==> config.mk <==
export PLATFORM = sky130hd
export DESIGN_NAME = bch_31_decode_ctrl
export DESIGN_NICKNAME = d
export VERILOG_FILES = /design/src/rtl/bch_31_decode_ctrl.sv
export SDC_FILE = /design/constraint.sdc
export NUM_CORES = 1
export LEC_CHECK = 0
export CORE_MARGIN = 2
export CORE_UTILIZATION = 55
export DETAILED_ROUTE_END_ITERATION = 16
export PLACE_DENSITY = 0.9
export SLEW_MARGIN = 20
export SYNTH_ARGS = -nofsm -noshare
export SYNTH_HDL_FRONTEND = slang
export SYNTH_HIERARCHICAL = 1
export SYNTH_SLANG_ARGS = --single-unit
==> constraint.sdc <==
create_clock -name clk -period 6.8 [get_ports clk]
set_input_delay 0.68 -clock clk [delete_from_list [all_inputs] [get_ports clk]]
set_output_delay 0.68 -clock clk [all_outputs]
set_load 0.01 [all_outputs]
==> src/rtl/bch_31_decode_ctrl.sv <==
// BCH(31,21) double-error-correcting decoder controller over GF(2^5), p(x) = x^5 + x^2 + 1.
// A word is latched, its syndromes are registered, the error locator is solved in closed form,
// and a 31-cycle Chien search flips the located bits before the result is handed downstream.

// Combinational syndrome generator: s_j = r(alpha^j) for j = 1..4.
module bch_31_syndrome (
  input  logic [30:0] word,
  output logic [4:0]  s1,
  output logic [4:0]  s2,
  output logic [4:0]  s3,
  output logic [4:0]  s4
);

  function automatic logic [4:0] xtime(input logic [4:0] x);
    return {x[3:0], 1'b0} ^ (x[4] ? 5'b00101 : 5'b00000);
  endfunction

  // Horner-free evaluation: walk the bit positions, stepping alpha^(i*j) as we go.
  function automatic logic [4:0] eval_at(input logic [30:0] w, input int unsigned j);
    logic [4:0] p;
    logic [4:0] acc;
    p   = 5'd1;
    acc = 5'd0;
    for (int i = 0; i < 31; i++) begin
      if (w[i]) acc = acc ^ p;
      for (int k = 0; k < int'(j); k++) p = xtime(p);
    end
    return acc;
  endfunction

  assign s1 = eval_at(word, 1);
  assign s2 = eval_at(word, 2);
  assign s3 = eval_at(word, 3);
  assign s4 = eval_at(word, 4);

endmodule

module bch_31_decode_ctrl #(
  parameter bit EARLY_EXIT = 1'b1,
  parameter bit CHECK_S2S4 = 1'b1
) (
  input  logic        clk,
  input  logic        rst_n,
  input  logic        in_valid,
  output logic        in_ready,
  input  logic [30:0] in_word,
  output logic        out_valid,
  input  logic        out_ready,
  output logic [30:0] out_word,
  output logic [1:0]  out_err_cnt,
  output logic        out_uncorr,
  output logic        busy
);

  typedef enum logic [2:0] {StIdle, StSynd, StKey, StChien, StDone} state_e;

  localparam logic [4:0] AlphaInv1 = 5'h12;  // alpha^30
  localparam logic [4:0] AlphaInv2 = 5'h09;  // alpha^29

  function automatic logic [4:0] gf_mul(input logic [4:0] a, input logic [4:0] b);
    logic [8:0] p;
    p = 9'd0;
    for (int i = 0; i < 5; i++) begin
      if (b[i]) p = p ^ (9'(a) << i);
    end
    for (int i = 8; i >= 5; i--) begin
      if (p[i]) p = p ^ (9'h025 << (i - 5));
    end
    return p[4:0];
  endfunction

  // a^-1 = a^30 = a^16 * a^8 * a^4 * a^2
  function automatic logic [4:0] gf_inv(input logic [4:0] a);
    logic [4:0] a2, a4, a8, a16;
    a2  = gf_mul(a, a);
    a4  = gf_mul(a2, a2);
    a8  = gf_mul(a4, a4);
    a16 = gf_mul(a8, a8);
    return gf_mul(gf_mul(a16, a8), gf_mul(a4, a2));
  endfunction

  state_e      state_q, state_d;
  logic [30:0] word_q, word_d;
  logic [30:0] corr_q, corr_d;
  logic [4:0]  s1_q, s1_d, s2_q, s2_d, s3_q, s3_d, s4_q, s4_d;
  logic [4:0]  t1_q, t1_d, t2_q, t2_d;
  logic [4:0]  pos_q, pos_d;
  logic [1:0]  deg_q, deg_d;
  logic [1:0]  root_q, root_d;
  logic        uncorr_q, uncorr_d;

  logic [4:0]  s1_c, s2_c, s3_c, s4_c;
  logic [4:0]  s1_sq, s1_cu, sigma2;
  logic        chk_fail, hit;
  logic [1:0]  root_inc, root_nxt;

  bch_31_syndrome u_synd (
    .word (word_q),
    .s1   (s1_c),
    .s2   (s2_c),
    .s3   (s3_c),
    .s4   (s4_c)
  );

  assign s1_sq    = gf_mul(s1_q, s1_q);
  assign s1_cu    = gf_mul(s1_sq, s1_q);
  assign sigma2   = gf_mul(s3_q ^ s1_cu, gf_inv(s1_q));
  assign chk_fail = CHECK_S2S4 && ((s2_q != s1_sq) || (s4_q != gf_mul(s2_q, s2_q)));
  // sigma(alpha^-i) = 1 + t1 + t2; zero means bit i is in error.
  assign hit      = ((5'd1 ^ t1_q ^ t2_q) == 5'd0);
  assign root_inc = (root_q == 2'd3) ? 2'd3 : root_q + 2'd1;
  assign root_nxt = hit ? root_inc : root_q;

  // Next-state and datapath updates for each decode phase.
  always_comb begin
    state_d  = state_q;
    word_d   = word_q;
    corr_d   = corr_q;
    s1_d     = s1_q;
    s2_d     = s2_q;
    s3_d     = s3_q;
    s4_d     = s4_q;
    t1_d     = t1_q;
    t2_d     = t2_q;
    pos_d    = pos_q;
    deg_d    = deg_q;
    root_d   = root_q;
    uncorr_d = uncorr_q;
    unique case (state_q)
      StIdle: begin
        if (in_valid) begin
          word_d   = in_word;
          corr_d   = '0;
          pos_d    = '0;
          root_d   = '0;
          deg_d    = '0;
          t1_d     = '0;
          t2_d     = '0;
          uncorr_d = 1'b0;
          state_d  = StSynd;
        end
      end
      StSynd: begin
        s1_d = s1_c;
        s2_d = s2_c;
        s3_d = s3_c;
        s4_d = s4_c;
        if (EARLY_EXIT && ((s1_c | s2_c | s3_c | s4_c) == 5'd0)) state_d = StDone;
        else                                                    state_d = StKey;
      end
      StKey: begin
        if (chk_fail || (s1_q == 5'd0 && s3_q != 5'd0)) begin
          uncorr_d = 1'b1;
          state_d  = StDone;
        end else begin
          state_d = StChien;
          if (s1_q == 5'd0) begin
            t1_d  = 5'd0;
            t2_d  = 5'd0;
            deg_d = 2'd0;
          end else if (s3_q == s1_cu) begin
            t1_d  = s1_q;
            t2_d  = 5'd0;
            deg_d = 2'd1;
          end else begin
            t1_d  = s1_q;
            t2_d  = sigma2;
            deg_d = 2'd2;
          end
        end
      end
      StChien: begin
        if (hit) corr_d = corr_q ^ (31'd1 << pos_q);
        root_d = root_nxt;
        t1_d   = gf_mul(t1_q, AlphaInv1);
        t2_d   = gf_mul(t2_q, AlphaInv2);
        pos_d  = pos_q + 5'd1;
        if (pos_q == 5'd30) begin
          uncorr_d = (root_nxt != deg_q);
          state_d  = StDone;
        end
      end
      StDone: begin
        if (out_ready) state_d = StIdle;
      end
      default: state_d = StIdle;
    endcase
  end

  // State and datapath registers; reset abandons any word in flight.
  always_ff @(posedge clk or negedge rst_n) begin
    if (!rst_n) begin
      state_q  <= StIdle;
      word_q   <= '0;
      corr_q   <= '0;
      s1_q     <= '0;
      s2_q     <= '0;
      s3_q     <= '0;
      s4_q     <= '0;
      t1_q     <= '0;
      t2_q     <= '0;
      pos_q    <= '0;
      deg_q    <= '0;
      root_q   <= '0;
      uncorr_q <= 1'b0;
    end else begin
      state_q  <= state_d;
      word_q   <= word_d;
      corr_q   <= corr_d;
      s1_q     <= s1_d;
      s2_q     <= s2_d;
      s3_q     <= s3_d;
      s4_q     <= s4_d;
      t1_q     <= t1_d;
      t2_q     <= t2_d;
      pos_q    <= pos_d;
      deg_q    <= deg_d;
      root_q   <= root_d;
      uncorr_q <= uncorr_d;
    end
  end

  // Outputs decode from state; in_ready is also gated by reset so it stays low while held.
  always_comb begin
    in_ready    = (state_q == StIdle) && rst_n;
    out_valid   = (state_q == StDone);
    busy        = (state_q != StIdle);
    out_word    = '0;
    out_err_cnt = '0;
    out_uncorr  = 1'b0;
    if (state_q == StDone) begin
      out_word    = uncorr_q ? word_q : (word_q ^ corr_q);
      out_err_cnt = uncorr_q ? 2'd0 : root_q;
      out_uncorr  = uncorr_q;
    end
  end

endmodule

==> metrics.txt, run 1 <==
critical path startpoint category=flop; detailed-routing wirelength on met1=9900 um; synth warn=6; minimum clock period=about 6.4 ns; worst skew pair latency=0.36 ns; uppermost routed layer=met4; post-placement cell area=10500 sq um; total gr overflow=0; Die Ht=136 um; Mapped Area=9630 sq um; DRC viols=0; Worst Tran Pin Value=1.07 ns; final hold viol count=0; Pins Over Slew Limit=0; Die Width=136 um; period utilization=94.4%; share of cells above drive strength 1=7.69%; drt wl/cell=17.7 um; DP Wirelength=approximately 18000 um; first-pass GRT wire length=39000 um; I/O pins=72; slowest CP cell=or4_4; Std-Cell Rows=48; first-pass detailed-route iteration total=5; fin util=62.4%; FILL cells=1365; core box area=17200 sq um; Vias/cell=5.78; Main synth FF type=dfrtp_1; n_diodes=0; status=finished, final reports clean; register area=2630 sq um; Net Count, Synth=1135; Hold Crit Class=input pin to async pin; vias in the first global route=about 7500; antenna viol nets, final=0; CTS Hold Buffers Added=0; final setup fails=0; post-route cell area=10800 sq um; Crit Path Category=flop to flop; total track usage=26.7%; register area share after synthesis=27.3%; area growth from synthesis to layout=11.8%; crit end category=flop; nets=1168; Data arrival, critical path=between 6 and 7 ns; cells along the critical path=ha_1, clkinv_1, ha_1, xnor3_2, xor2_1, xnor2_2, inv_1, ha_1, or3_1, and2_1, xor2_1, or4_4, a31o_2, a21oi_2, nor2_2, nand2_1, xnor3_2, xnor2_1, nor3_1, a211oi_2, xnor3_2, xnor3_1, o21ai_1; initial core utilization=a little under three fifths; # clock sinks=105; gp weighted congestion=approximately 0.96; CP Data Required Time=just over 7 ns; CTS Buf Count=9; fmax=0.156 GHz; Worst path max stage delay=around 0.51 ns; vias=7765; Avg Synthesized Cell Area=8.92 sq um; die area=18600 sq um; IO buf count=slightly above 70; Iter 0 DRT Violations=721; max_slew headroom=28.6%; Max-Cap Viols=0; setup TNS=0 ns; CP Max Fanout=8; initial antenna violation count=0; metal3 WL=1410 um; post-CTS setup buffers=0; number of synthesized register bits=105; reg2reg path depth=23; final clock skew=roughly 0.0087 ns; Clock Path Buffers=2; DR WL met2=between 10000 and 15000 um; most frequent cells in the layout=159 x nand2_1, 142 x xnor2_1, 119 x nor2_1; Async S/R FF share, synth=100%; Worst-path clk slew=0.07 ns; number of synthesized flops with an enable pin=0; overall routed net length=23800 um; post-synthesis cell count=1080; Synth cell types=70; clk root buf=clkbuf_16; commonest non-fill, non-tap cell in the layout=nand2_1; largest net degree at the start of global routing=67; PostCTS Resize Cnt=0; CTS tree=built; H-Tree Depth=3; RSZ-0062 raised after global routing=false; footprint of the multi-input gates=6660 sq um
[Yosys cell counts (4+ instances only)]
cell / count / share of area, %
xnor3_1: 40 / 9.4
o21ai_0: 38 / 2.0
inv_1: 21 / 0.82
or2_2: 4 / 0.26
a21oi_1: 21 / 1.1
nor3_1: 16 / 0.83
xor3_1: 9 / 2.2
ha_1: 20 / 2.6
nand2b_1: 9 / 0.58
or3_1: 5 / 0.32
a22oi_1: 9 / 0.70
xnor3_2: 7 / 1.7
a211oi_1: 6 / 0.47
nor2_1: 121 / 4.7
clkbuf_1: 47 / 1.8
and2_1: 7 / 0.45
buf_2: 4 / 0.21
dfrtp_1: 105 / 27
nand3b_1: 5 / 0.39
o21ai_1: 4 / 0.21
buf_4: 7 / 0.55
buf_1: 5 / 0.19
nor2b_1: 37 / 2.4
nor4_1: 7 / 0.45
mux2i_1: 13 / 1.4
o211ai_1: 8 / 0.62
xnor2_2: 5 / 0.84
nand3_1: 50 / 2.6
o31ai_1: 6 / 0.47
xor2_1: 62 / 5.6
mux2_2: 15 / 1.8
nand4_1: 7 / 0.45
xnor2_1: 144 / 13
and3_1: 7 / 0.45
nand2_1: 161 / 6.3
[layer usage]
metal | GRT usage, % | vias to the layer above
li1 | - | 3664
met1 | 34.8 | 3752
met2 | 45.6 | 297
met3 | 3.47 | 52
met4 | 10.1 | 0
met5 | 0 | -
[metrics by stage]
stage | instances | worst slack, ns | hold slack, ns
4_1_cts | 1343 | 0.189 | 0.355
5_1_grt | 1343 | 0.0368 | 0.389
3_3_place_gp | 1327 | 0.394 | 0.511
6_report | 1343 | 0.380 | 0.341
2_1_floorplan | 1080 | 0.0267 | 0.384
3_5_place_dp | 1327 | 0.244 | 0.517
[sequential cells by signal, indices dropped and copies added, names as in the netlist]
register and cells:
uncorr_q 1, s3_q 5, s2_q 5, corr_q 31, word_q 31, pos_q 5
root_q 2, s4_q 5, t1_q 5, deg_q 2, t2_q 5, state_q 3
s1_q 5
[area by class of cell]
| class | count | area share, % |
|---|---|---|
| flip-flops and latches | 105 | 24.4 |
| repair buffers | 87 | 7.70 |
| inverters | 23 | 0.802 |
| well taps | 225 | 2.62 |
| multi-input cells | 887 | 61.9 |
| clock buffers | 9 | 2.09 |
| clock inverters | 7 | 0.512 |
[cells by family after synthesis]
group | count (synthesis) | synth area share [%]
buf+inv | 88 | 3.91
flops | 105 | 27.3
mux | 29 | 3.34
xor+xnor | 269 | 33.3
compound gates | 123 | 8.47
fa+ha+maj | 20 | 2.60
simple gates | 446 | 21.1
[final timing paths]
check | from | endpoint | slack, ns
setup / recovery | s1_q[0] | t2_q[2] | 0.38
hold / removal | rst_n | s4_q[4] | 0.34
setup reg to reg | s1_q[0] | t2_q[2] | 0.38
hold reg to reg | corr_q[5] | corr_q[5] | 0.53
max in group asynchronous | rst_n | word_q[30] | 5.29
min in group clk | corr_q[5] | corr_q[5] | 0.53
[critical path, delay by kind of cell (launching register included)]
kind                       cells  cell delay (ns)
adders and majority gates      3             0.82
and+or+nand+nor                6             1.37
buffers and inverters          2             0.19
DFF                            1             0.47
AOI/OAI and AO/OA              4             0.81
xor gates and xnor gates       8             2.68
Power of run 1 is left out: the tool's default activity adds up to more than one toggle a clock period on the data nets, which glitch-free logic cannot reach.
==> run 2: changes to the inputs <==
--- a/config.mk
+++ b/config.mk
@@ -9,6 +9,7 @@
 export CORE_UTILIZATION = 55
 export DETAILED_ROUTE_END_ITERATION = 16
 export PLACE_DENSITY = 0.9
+export SKIP_CTS_REPAIR_TIMING = 1
 export SLEW_MARGIN = 20
 export SYNTH_ARGS = -nofsm -noshare
 export SYNTH_HDL_FRONTEND = slang
==> results of run 2 <==
Same layout as run 1: the final DEF is identical, and so are final timing and power.
Power of run 2 is left out for the same reason.
==> run 3: changes to the inputs <==
--- a/config.mk
+++ b/config.mk
@@ -8,7 +8,7 @@
 export CORE_MARGIN = 2
 export CORE_UTILIZATION = 55
 export DETAILED_ROUTE_END_ITERATION = 16
-export PLACE_DENSITY = 0.9
+export PLACE_DENSITY = 0.8
 export SKIP_CTS_REPAIR_TIMING = 1
 export SLEW_MARGIN = 20
 export SYNTH_ARGS = -nofsm -noshare
==> metrics.txt, run 3 (synthesis results as in run 1) <==
setup TNS=0 ns (unchanged); Clock Path Buffers=2 (unchanged); Critical Path Sink=t2_q[2] (unchanged); IO buf count=71 (unchanged); CTS tree=built (unchanged); # clock sinks=105 (unchanged); period utilization=93.9% (was 94.4%); initial antenna violation count=0 (unchanged); RSZ-0062 raised after global routing=false (unchanged); final hold viol count=0 (unchanged); crit end category=flop (unchanged); slowest CP cell=xnor3_2 (was or4_4); I/O pins=72 (unchanged); most frequent cells in the layout=160 x nand2_1, 143 x xnor2_1, 121 x nor2_1 (was 159 x nand2_1, 142 x xnor2_1, 119 x nor2_1); flop2flop setup slack=0.42 ns (was 0.38 ns); Hold Crit Class=input pin to async pin (unchanged); Die Width=136 um (unchanged); WP buf/inv=2 (unchanged); n_diodes=0 (unchanged); DP Wirelength=17400 um (was 17600 um); Std-Cell Rows=48 (unchanged); overall routed net length=23600 um (was 23800 um); Critical R2R Launch=s1_q[0] (unchanged); CTS Buf Count=9 (unchanged); final clock skew=0.00985 ns (was 0.00871 ns); critical path startpoint category=flop (unchanged); Pins Over Slew Limit=0 (unchanged); Worst Tran Pin Value=1.10 ns (was 1.07 ns); die area=18600 sq um (unchanged); initial core utilization=55.9% (unchanged); CP Data Required Time=7.08 ns (was 7.09 ns); vias in the first global route=7432 (was 7546); cells along the critical path=ha_1, clkinv_1, ha_1, xnor3_2, xor2_2, xnor2_2, inv_1, ha_1, or3_1, and2_1, xor2_1, or4_4, a31oi_2, nor3_2, nor2_2, nand4_1, o211ai_1, xnor3_2, mux2_2, a211oi_2, xnor3_2, xnor3_1, o21ai_1 (was ha_1, clkinv_1, ha_1, xnor3_2, xor2_1, xnor2_2, inv_1, ha_1, or3_1, and2_1, xor2_1, or4_4, a31o_2, a21oi_2, nor2_2, nand2_1, xnor3_2, xnor2_1, nor3_1, a211oi_2, xnor3_2, xnor3_1, o21ai_1); Iter 0 DRT Violations=709 (was 721); delay-heaviest family, CP=XOR/XNOR gates (unchanged); Worst path max stage delay=0.53 ns (was 0.51 ns); gp weighted congestion=0.907 (was 0.961); biggest regs=corr_q x31, word_q x31 (unchanged); core box area=17200 sq um (unchanged); fin util=62.4% (about the same); fmax=0.157 GHz (was 0.156 GHz); reg2reg path depth=23 (unchanged); area growth from synthesis to layout=11.7% (was 11.8%); DRC viols=0 (unchanged); total gr overflow=0 (unchanged); clk root buf=clkbuf_16 (unchanged); commonest non-fill, non-tap cell in the layout=nand2_1 (unchanged); FF-to-FF End=t2_q[2] (unchanged); largest net degree at the start of global routing=66 (was 67); final setup fails=0 (unchanged); H-Tree Depth=3 (unchanged); share of cells above drive strength 1=7.42% (was 7.69%); Crit. Startpoint=s1_q[0] (unchanged); first-pass detailed-route iteration total=5 (unchanged); worst skew pair latency=0.35 ns (was 0.36 ns); Vias/cell=5.78 (about the same); drt wl/cell=17.6 um (was 17.7 um); CP Max Fanout=9 (was 8); Max-Cap Viols=0 (unchanged); FILL cells=1431 (was 1365); nets=1168 (unchanged); status=finished, final reports clean (unchanged); total track usage=26.3% (was 26.7%); Worst-path clk slew=0.07 ns (about the same); vias=7761 (was 7765); first-pass GRT wire length=38400 um (was 39000 um); antenna viol nets, final=0 (unchanged); minimum clock period=6.38 ns (was 6.42 ns); Die Ht=136 um (unchanged); max_slew headroom=26.7% (was 28.6%); Data arrival, critical path=6.66 ns (was 6.71 ns); Crit Path Category=flop to flop (unchanged); Crit. path cell count=23 (unchanged)
-- run 3: cell type report --
cell class	instances	area, sq um	area share, %
Timing Repair Buffer	87	828	7.70
Clock inverter	4	26.3	0.244
Tap cell	225	282	2.62
Sequential cell	105	2630	24.4
Inverter	23	86.3	0.802
Clock buffer	12	256	2.38
Multi-Input combinational cell	887	6650	61.8
-- run 3: through the flow --
stage | cell area (sq um) | std cells | setup WS, ns | hold WS, ns
after floorplan | 9630 | 1080 | 0.0267 | 0.384
after global placement | 10500 | 1327 | 0.392 | 0.510
after detailed placement | 10500 | 1327 | 0.244 | 0.518
after CTS | 10700 | 1343 | 0.209 | 0.362
after global routing | 10800 | 1343 | 0.138 | 0.387
final | 10800 | 1343 | 0.416 | 0.345
-- run 3: worst min path at each step --
| stage | start | cells after the start | to |
|---|---|---|---|
| 6_report | rst_n | 1 | word_q[5] |
| 5_1_grt | rst_n | 1 | word_q[5] |
| 4_1_cts | rst_n | 1 | word_q[5] |
| 3_5_place_dp | corr_q[27] | 2 | corr_q[27] |
| 3_3_place_gp | s4_q[4] | 1 | s4_q[4] |
| 2_1_floorplan | rst_n | 0 | corr_q[0] |
-- run 3: metal layers --
| layer | track usage (%) | wire length, um |
|---|---|---|
| met5 | 0 | 0 |
| met4 | 5.96 | 365 |
| met3 | 5.48 | 1550 |
| met2 | 41.1 | 10900 |
| met1 | 37.7 | 10800 |
Power of run 3 is left out for the same reason.
